## config.mk

```make
export PLATFORM = sky130hd
export DESIGN_NAME = snake_row_scanner
export DESIGN_NICKNAME = d
export VERILOG_FILES = /design/src/rtl/snake_row_scanner.sv
export SDC_FILE = /design/constraint.sdc
export NUM_CORES = 1
export LEC_CHECK = 0
export BUFFER_PORTS_ARGS = -buffer_cell sky130_fd_sc_hd__buf_2
export CAP_MARGIN = 20
export CORE_ASPECT_RATIO = 1.2
export CORE_UTILIZATION = 40
export CTS_BUF_LIST = sky130_fd_sc_hd__clkbuf_16
export DETAILED_ROUTE_END_ITERATION = 8
export GPL_ROUTABILITY_DRIVEN = 0
export GPL_TIMING_DRIVEN = 0
export PLACE_DENSITY = 0.67
export RECOVER_POWER = 25
export SYNTH_ARGS = -nofsm -noshare
export SYNTH_HDL_FRONTEND = slang
export SYNTH_SLANG_ARGS = --single-unit
```

## constraint.sdc

```tcl
create_clock -name clk -period 4.05 [get_ports clk]
set_input_delay 1.0125 -clock clk [delete_from_list [all_inputs] [get_ports clk]]
set_output_delay 1.0125 -clock clk [all_outputs]
set_load 0.01 [all_outputs]
```

## src/rtl/snake_row_scanner.sv

```systemverilog
// snake_row_scanner: per-row occupancy scanner for the snake display path.
// On each row_start it sweeps the live node slots, builds a GRID_W-bit mask
// of the cells on row_y (plus the head column) in a shadow buffer, then
// commits it to the active buffer that feeds the pixel lookup.
//
// Ports:
//   clk, rst_n        system clock, asynchronous active-low reset
//   row_start, row_y  scan request pulse and grid row to scan
//   cubenum           apples eaten; sets the number of live nodes
//   node              node index presented to the snake controller
//   node_cube_x/y     coordinates of the indexed node (same cycle)
//   pix_col           grid column being drawn
//   body_hit/head_hit registered pixel hits against the active row
//   busy, done        scan in progress / new active row visible pulse
module snake_row_scanner #(
    parameter int unsigned GRID_W    = 40,
    parameter int unsigned MAX_NODES = 16,
    parameter int unsigned BASE_LEN  = 3
) (
    input  logic       clk,
    input  logic       rst_n,
    input  logic       row_start,
    input  logic [5:0] row_y,
    input  logic [3:0] cubenum,
    output logic [3:0] node,
    input  logic [5:0] node_cube_x,
    input  logic [5:0] node_cube_y,
    input  logic [5:0] pix_col,
    output logic       body_hit,
    output logic       head_hit,
    output logic       busy,
    output logic       done
);

    localparam int unsigned IDX_W   = 4;
    localparam int unsigned COORD_W = 6;
    localparam int unsigned SUM_W   = 5;

    typedef enum logic [1:0] {
        IDLE   = 2'd0,
        SCAN   = 2'd1,
        COMMIT = 2'd2
    } state_t;

    state_t               state_q, state_d;
    logic [IDX_W-1:0]     node_d;
    logic [COORD_W-1:0]   ry_q, ry_d;
    logic [IDX_W-1:0]     last_q, last_d;
    logic [GRID_W-1:0]    shadow_q, shadow_d;
    logic                 sh_hv_q, sh_hv_d;
    logic [COORD_W-1:0]   sh_hc_q, sh_hc_d;
    logic [GRID_W-1:0]    active_q, active_d;
    logic                 hv_q, hv_d;
    logic [COORD_W-1:0]   hc_q, hc_d;
    logic                 done_d;
    logic                 busy_d;

    logic [SUM_W-1:0]     len_sum_c;
    logic [IDX_W-1:0]     last_c;
    logic                 coord_hit_c;
    logic                 pix_in_c;

    // Last live node index; 5-bit sum so cubenum=15 saturates instead of wrapping.
    always_comb begin
        len_sum_c = SUM_W'(cubenum) + SUM_W'(BASE_LEN) - SUM_W'(1);
        if (len_sum_c > SUM_W'(MAX_NODES - 1))
            last_c = IDX_W'(MAX_NODES - 1);
        else
            last_c = len_sum_c[IDX_W-1:0];
    end

    assign coord_hit_c = (node_cube_y == ry_q) && (node_cube_x < COORD_W'(GRID_W));
    assign pix_in_c    = (pix_col < COORD_W'(GRID_W));

    // Next-state and datapath update.
    always_comb begin
        state_d  = state_q;
        node_d   = node;
        ry_d     = ry_q;
        last_d   = last_q;
        shadow_d = shadow_q;
        sh_hv_d  = sh_hv_q;
        sh_hc_d  = sh_hc_q;
        active_d = active_q;
        hv_d     = hv_q;
        hc_d     = hc_q;
        done_d   = 1'b0;

        unique case (state_q)
            IDLE: begin
                node_d = '0;
            end
            SCAN: begin
                if (coord_hit_c) begin
                    shadow_d[node_cube_x] = 1'b1;
                    if (node == '0) begin
                        sh_hv_d = 1'b1;
                        sh_hc_d = node_cube_x;
                    end
                end
                if (node == last_q) begin
                    state_d = COMMIT;
                    node_d  = '0;
                end else begin
                    node_d = node + IDX_W'(1);
                end
            end
            COMMIT: begin
                active_d = shadow_q;
                hv_d     = sh_hv_q;
                hc_d     = sh_hc_q;
                done_d   = 1'b1;
                state_d  = IDLE;
                node_d   = '0;
            end
            default: begin
                state_d = IDLE;
                node_d  = '0;
            end
        endcase

        // A new request always (re)starts the scan; a coincident commit above still lands.
        if (row_start) begin
            state_d  = SCAN;
            ry_d     = row_y;
            last_d   = last_c;
            shadow_d = '0;
            sh_hv_d  = 1'b0;
            sh_hc_d  = '0;
            node_d   = '0;
        end

        busy_d = (state_d != IDLE);
    end

    // State and datapath registers.
    always_ff @(posedge clk or negedge rst_n) begin
        if (!rst_n) begin
            state_q  <= IDLE;
            node     <= '0;
            ry_q     <= '0;
            last_q   <= '0;
            shadow_q <= '0;
            sh_hv_q  <= 1'b0;
            sh_hc_q  <= '0;
            active_q <= '0;
            hv_q     <= 1'b0;
            hc_q     <= '0;
            busy     <= 1'b0;
            done     <= 1'b0;
        end else begin
            state_q  <= state_d;
            node     <= node_d;
            ry_q     <= ry_d;
            last_q   <= last_d;
            shadow_q <= shadow_d;
            sh_hv_q  <= sh_hv_d;
            sh_hc_q  <= sh_hc_d;
            active_q <= active_d;
            hv_q     <= hv_d;
            hc_q     <= hc_d;
            busy     <= busy_d;
            done     <= done_d;
        end
    end

    // Pixel lookup against the active row, one cycle of latency.
    always_ff @(posedge clk or negedge rst_n) begin
        if (!rst_n) begin
            body_hit <= 1'b0;
            head_hit <= 1'b0;
        end else begin
            body_hit <= pix_in_c && active_q[pix_col];
            head_hit <= hv_q && (pix_col == hc_q);
        end
    end

endmodule

```

==> metrics, run 1 <==
outcome=finished with violations; failing checks=max-capacitance violations, max-slew violations; Vias=around 3,400; area of the multi-input gates=1980 sq um; FMAX=~360 MHz; period utilization=67.9%; setup tns final=0 ns; DRT iter0 DRCs=between 150 and 200; worst vdd ir=~340 uV; Starting Density=about two fifths; Sink Count=~110; Worst-path clk slew=~0.050 ns; Final nets=between 400 and 500; Layout Skew=0.00868 ns; Register Area=between 2000 and 3000 sq um; vias per inst=approximately 5.3; Req. time, crit path=4.04 ns; Resized cells post-CTS=0; Synth async-reset ratio=100%; Syn. warnings=0; register area share after synthesis=57.3%; DP HPWL=7490 um; worst setup path startpoint=rst_n; WL final=11,000 um; IO buf count=31; power density over the cells=around 470 nW/um^2; total gr overflow=0; slowest CP cell=clkbuf_1; synthesized area=approximately 5000 sq um; area grow syn2layout=18.7%; Root Buffer=clkbuf_16; slew margin rel.=-63.3%; CP max stage delay=around 1.7 ns; worst r2r src=state_q[1]; global-route usage over all layers=about a fifth; CP Class=primary input to asynchronous set/reset pin; # hold bufs at CTS=0; final hold violations=0; Max clock buf depth=2; DRT antenna net count=0; worst skew pair latency=0.41 ns; net count of the mapped netlist=about 440; DIE HEIGHT=about 120 um; post-synthesis cell count=406; fillers=1,134; critical path launch point type=primary input; WP buf/inv=1; Hold Crit Start=shadow_q[22]; first-pass GRT wire length=about 19,000 um; Max-cap violations=1; number of synthesized register bits=~110; # H-tree levels=4; Main synth FF type=dfrtp_1; Mean Syn Cell Area=approximately 12 sq um; Placeable Area=between 10,000 and 15,000 sq um; dpl ws=1.27 ns; Final setup viols=0; TritonCTS clock tree=built; CP delay by family, top=buffers and inverters; Tightest Hold Check Type=flip-flop to flip-flop; Distinct cells, synth=42; Rows=between 40 and 50; unrepaired setup endpoints after global routing=no; Residual DRC=0; Lkg Pwr=about 2.8 nW; Final Max Tran Viols=44; vias in the first global route=3,561; diode count=0; Setup Fix Bufs, Post-CTS=0; worst-margin pin slew=between 2 and 2.5 ns; antenna violations before repair=0; EDFF count, synth=0; crit path DAT=around 2.8 ns; endpoint class of the critical path=asynchronous set/reset pin; WL per Instance=17.5 um; Die W=between 100 and 150 um; IO Count=39; drt pass-1 iters=4; Inserted Clock Buffers=17; slack of the critical path=1.30 ns; largest net degree at the start of global routing=72; Final min period=about 2.8 ns; die area=roughly 13,000 sq um; worst-path cell chain=clkbuf_1; CP Max Fanout=44; fraction of layout cells with a size suffix above 1=between 20% and 30%
==> sequential cells by signal, indices dropped and copies added, names as in the netlist <==
register and cells:
ry_q 6, node 4, body_hit 1, last_q 4
sh_hv_q 1, state_q 2, shadow_q 40, busy 1
sh_hc_q 6, active_q 40, hv_q 1, hc_q 6
done 1, head_hit 1
==> synth_stat cells, types with 2 or more instances <==
library cell | count | area [sq um]
o211ai_1 | 2 | 15.0
inv_1 | 9 | 33.8
nand2_1 | 6 | 22.5
a21oi_1 | 9 | 45.0
mux2i_1 | 14 | 140
a2111oi_0 | 2 | 17.5
nand2b_1 | 9 | 56.3
and3b_1 | 2 | 17.5
nor3b_1 | 3 | 22.5
buf_1 | 2 | 7.51
nor3_1 | 2 | 10.0
buf_2 | 6 | 30.0
nor2b_1 | 5 | 31.3
and3_1 | 3 | 18.8
nand4_1 | 3 | 18.8
dfrtp_1 | 114 | 2850
clkbuf_1 | 17 | 63.8
xor2_1 | 5 | 43.8
mux4_2 | 5 | 113
a311oi_1 | 2 | 17.5
nand3_1 | 5 | 25.0
ha_1 | 4 | 50.1
nor4_4 | 2 | 42.5
a31oi_1 | 35 | 219
nand4_2 | 2 | 25.0
o21ai_0 | 4 | 20.0
xnor2_1 | 11 | 96.3
mux2_2 | 54 | 608
nor2_1 | 56 | 210
==> power breakdown <==
part           leakage, nW  switching [W]  total [W]  internal [W]
logic                0.988       0.000130   0.000204     0.0000744
registers             1.56      0.0000224    0.00119       0.00116
clock network        0.270       0.000501    0.00138      0.000884
==> layout by cell type, fill, tap and decap left out, types with 2 or more instances in the layout <==
cell	n
mux2i_1	14
and3b_1	2
o21ai_0	4
a311oi_1	2
nand4_1	3
nor3b_1	3
o211ai_1	2
nor3_1	2
nand2_1	6
xor2_1	5
clkbuf_16	17
nand4_2	2
bufinv_16	2
and3_1	3
clkinv_2	6
a2111oi_0	2
nand2b_1	9
a31oi_1	35
mux4_2	5
nor4_4	2
clkinv_1	2
inv_1	10
nand3_1	5
mux2_2	54
clkinvlp_4	3
buf_2	36
ha_1	4
dfrtp_1	114
a21oi_1	9
xnor2_1	11
nor2_1	56
nor2b_1	5
buf_1	2
clkbuf_1	18
==> per-stage QoR <==
stage / total power (W) / instances / util, % / instance area, sq um / hold slack, ns
global route: 0.00288 / 630 / 48.8 / 5910 / 0.508
global placement: 0.00140 / 598 / 44.0 / 5340 / 0.470
finish: 0.00277 / 630 / 48.8 / 5910 / 0.485
floorplan: 0.00132 / 406 / - / 4980 / 0.459
CTS: 0.00279 / 630 / 48.8 / 5910 / 0.495
detailed placement: 0.00141 / 599 / 44.3 / 5370 / 0.483
==> cell type report <==
| class | count | share of cell area [%] |
|---|---|---|
| Clock inverter | 14 | 2.10 |
| Tap cell | 161 | 3.41 |
| Clock buffer | 17 | 7.20 |
| Timing Repair Buffer | 32 | 3.07 |
| Buffer | 26 | 1.84 |
| Inverter | 9 | 0.572 |
| Sequential cell | 114 | 48.3 |
| Multi-Input combinational cell | 257 | 33.6 |
==> metal layers <==
| layer | global-route usage (%) | up-vias | part of all wire [%] |
|---|---|---|---|
| li1 | - | 1552 | - |
| met1 | 22.6 | 1680 | 41 |
| met2 | 32.0 | 97 | 51 |
| met3 | 5.36 | 23 | 5.3 |
| met4 | 8.66 | 0 | 2.6 |
| met5 | 0 | - | 0 |
==> worst paths after layout <==
path | cells past startpoint | slack (ns) | end
worst min register to register | 2 | 0.49 | shadow_q[22]
min in group asynchronous | 1 | 1.36 | ry_q[1]
worst min-delay path | 2 | 0.49 | shadow_q[22]
max in group clk | 6 | 1.65 | shadow_q[37]
worst max register to register | 5 | 2.06 | shadow_q[37]
worst max-delay path | 1 | 1.30 | active_q[21]
==> kinds of logic (layout without fill, tap and decap cells) <==
family | count (synthesis) | in the layout | synth area share [%]
DFF | 114 | 114 | 57.3
and+or+nand+nor | 103 | 103 | 10.8
muxes | 73 | 73 | 17.3
AOI/OAI and AO/OA | 61 | 61 | 7.89
buffers and inverters | 35 | 98 | 2.87
xor gates and xnor gates | 16 | 16 | 2.81
adders and majority gates | 4 | 4 | 1.01
Note: power is estimated with default switching activity, not from simulation.
==> inputs of run 2 (changes only) <==
ABC_AREA = 1   (was default)
clock period = 2.6 ns   (was 4.05 ns; I/O delays follow)
==> run 2 against run 1 <==
Against the previous run:
- the flow now finishes without violations
- routed wire length is 19% higher
- non-clock buffer count up 10
- clock-buffer cell count stayed put
- sequential cell count unchanged
- combinational power grew 78%
- clock power increased by 79%
- cell area grew 7.1%
- total power rose by 68%
- critical path depth up 5
- via count increased by 33%
- cell count grew 38%
- highest routed layer unchanged
==> metrics, run 2 <==
CP Class=flip-flop to flip-flop; Inserted Clock Buffers=17 (unchanged); Yosys top cell by area=dfrtp_1; Main synth FF type=dfrtp_1; Sink Count=114 (unchanged); Layout Skew=0.00896 ns (+0.000283 ns); Final setup viols=0 (unchanged); Synth Area in Compound Gates=11.1% (+3.3 points); drt pass-1 iters=5 (+1); # hold bufs at CTS=0 (unchanged); Rows=45 (+2.3%); Hold Slack=0.441 ns (-0.0444 ns); register area share after synthesis=53.8% (-3.5 points); slew margin rel.=1.98% (+65 points); CP Max Fanout=10 (-77%); Root Buffer=clkbuf_16; net count of the mapped netlist=672 (+52%); endpoint class of the critical path=flip-flop; Synth top area share=53.8% (-3.5 points); worst skew pair latency=0.41 ns (about the same); diode count=0 (unchanged); commonest cells after routing, fill and taps aside=nand2_1 (134), dfrtp_1 (114), inv_1 (81); Final nets=728 (+48%); post-synthesis mux area share=0% (-17 points); Distinct cells, synth=30 (-29%); DIE HEIGHT=128 um (+3.1%); period utilization=slightly above 70%; worst setup path startpoint=state_q[0]; FMAX=545 MHz; first-pass GRT wire length=21,800 um (+17%); synth top area cells=dfrtp_1 (54%), nand2_1 (9.5%), nand3_1 (6.1%); post-layout util=49.5% (+0.74 points); fraction of layout cells with a size suffix above 1=13.6% (-14 points); largest net degree at the start of global routing=59 (-18%); Resized cells post-CTS=0 (unchanged); Placeable Area=12,800 sq um (+5.5%); final hold violations=0 (unchanged); Starting Density=41.5% (+0.36 points); Setup Fix Bufs, Post-CTS=0 (unchanged); global-route usage over all layers=20.9% (+1.9 points); WL final=13,100 um (+19%); Simple-Gate Fraction of Synth Area=23.9% (+13 points); Syn. warnings=0 (unchanged); area grow syn2layout=19.5%; IO Count=39 (unchanged); Req. time, crit path=2.88 ns (-1.16 ns); final non-filler cell area=6330 sq um (+7.1%); largest family of logic cells by synthesized area=simple AND/OR/NAND/NOR gates; Lkg Pwr=2.93 nW (+4.2%); outcome=finished, final reports clean; Vias=4,461 (+33%); number of synthesized register bits=114 (unchanged); total gr overflow=0 (unchanged); DP HPWL=9520 um (+27%); Tightest Hold Check Type=primary input to flip-flop; Max-cap violations=0 (-1); antenna violations before repair=0 (unchanged); IO buf count=36 (+16%); WL per Instance=15.1 um (-14%); Max clock buf depth=2 (unchanged); worst-margin pin slew=1.47 ns (-0.979 ns); Final Max Tran Viols=0 (-100%); Adder-Cell Fraction of Synth Area=0.944% (-0.061 points); post-synthesis cell count=637 (+57%); crit path DAT=2.11 ns (-0.64 ns); vias per inst=5.13 (-3.5%); Final min period=1.83 ns; vias in the first global route=4,556 (+28%); Mean Syn Cell Area=8.32 sq um (-32%); Synth top cells by count=nand2_1 (134), dfrtp_1 (114), inv_1 (79); DRT iter0 DRCs=200 (+7.5%); dpl cell area=5720 sq um (+6.5%); XOR/XNOR Fraction of Synth Area=1.49% (-1.3 points); Die W=107 um (+3.1%); # H-tree levels=4 (unchanged); unrepaired setup endpoints after global routing=no; commonest non-fill, non-tap cell in the layout=nand2_1; Worst-path clk slew=0.05 ns (about the same); top-count cell post-synth=nand2_1; synthesized area=5300 sq um (+6.5%); Synth async-reset ratio=100% (unchanged); die area=13,700 sq um (+6.3%); slack of the critical path=0.766 ns (-0.533 ns); worst vdd ir=453 uV (+33%); TritonCTS clock tree=built; EDFF count, synth=0 (unchanged); power density over the cells=737 nW/um^2 (+57%); DRT antenna net count=0 (unchanged); setup tns final=0 ns (unchanged); Residual DRC=0 (unchanged); worst r2r src=state_q[0]; largest registers=active_q: 40 flops, shadow_q: 40 flops; dpl ws=0.622 ns (-0.649 ns); Hold Crit Start=row_y[4]; critical path launch point type=flip-flop
run 2: changes by cell type after synthesis, sizes merged, moves of 22 or more:
cell / delta
a21oi: +39
a31oi: -35
inv: +74
mux2: -54
nand2: +130
nand3: +62
nand4: +22
o21ai: +55
run 2: where the power goes:
part	leakage [nW]	switching (W)	total (W)	internal [W]
registers	1.56	0.0000278	0.00184	0.00181
logic	1.07	0.000249	0.000363	0.000114
clock network	0.308	0.000795	0.00247	0.00167
run 2: worst max-delay path, cell delays in order, from the launching register on:
cell and delay (ns):
dfrtp_1 0.37, nor2_1 0.56, inv_2 0.15, buf_2 0.23, buf_2 0.21, nand2_1 0.09
o21ai_0 0.10
run 2: cell type report:
cell class | instances | area [sq um]
Multi-Input combinational cell | 409 | 1980
Fill cell | 1183 | 6450
Buffer | 31 | 149
Clock buffer | 17 | 425
Inverter | 83 | 312
Clock inverter | 14 | 196
Tap cell | 164 | 205
Timing Repair Buffer | 37 | 208
Sequential cell | 114 | 2850
run 2: final timing paths:
kind | endpoint | slack, ns | depth (start not counted)
setup reg to reg | active_q[15] | 0.77 | 6
min in group asynchronous | shadow_q[2] | 0.59 | 1
setup / recovery | active_q[15] | 0.77 | 6
max in group asynchronous | shadow_q[29] | 1.07 | 2
hold reg to reg | active_q[17] | 0.48 | 2
hold / removal | ry_q[4] | 0.44 | 3
run 2: cells by family after synthesis:
logic type               Yosys count
XOR/XNOR                           9
AND/OR/NAND/NOR                  282
adder cells (fa/ha/maj)            4
buffers and inverters            114
flip-flops                       114
AO/OA/AOI/OAI                    114
run 2: per-stage QoR:
| step | instances | power (W) |
|---|---|---|
| finish | 869 | 0.00467 |
| CTS | 869 | 0.00469 |
| global route | 869 | 0.00481 |
| global placement | 837 | 0.00222 |
| floorplan | 637 | 0.00208 |
| detailed placement | 838 | 0.00223 |
run 2: layer usage:
metal	vias up	wire length, um	GRT usage (%)
li1	2183	-	-
met1	2158	5520	24.5
met2	105	6940	37.2
met3	15	525	4.93
met4	0	163	7.74
met5	-	0	0
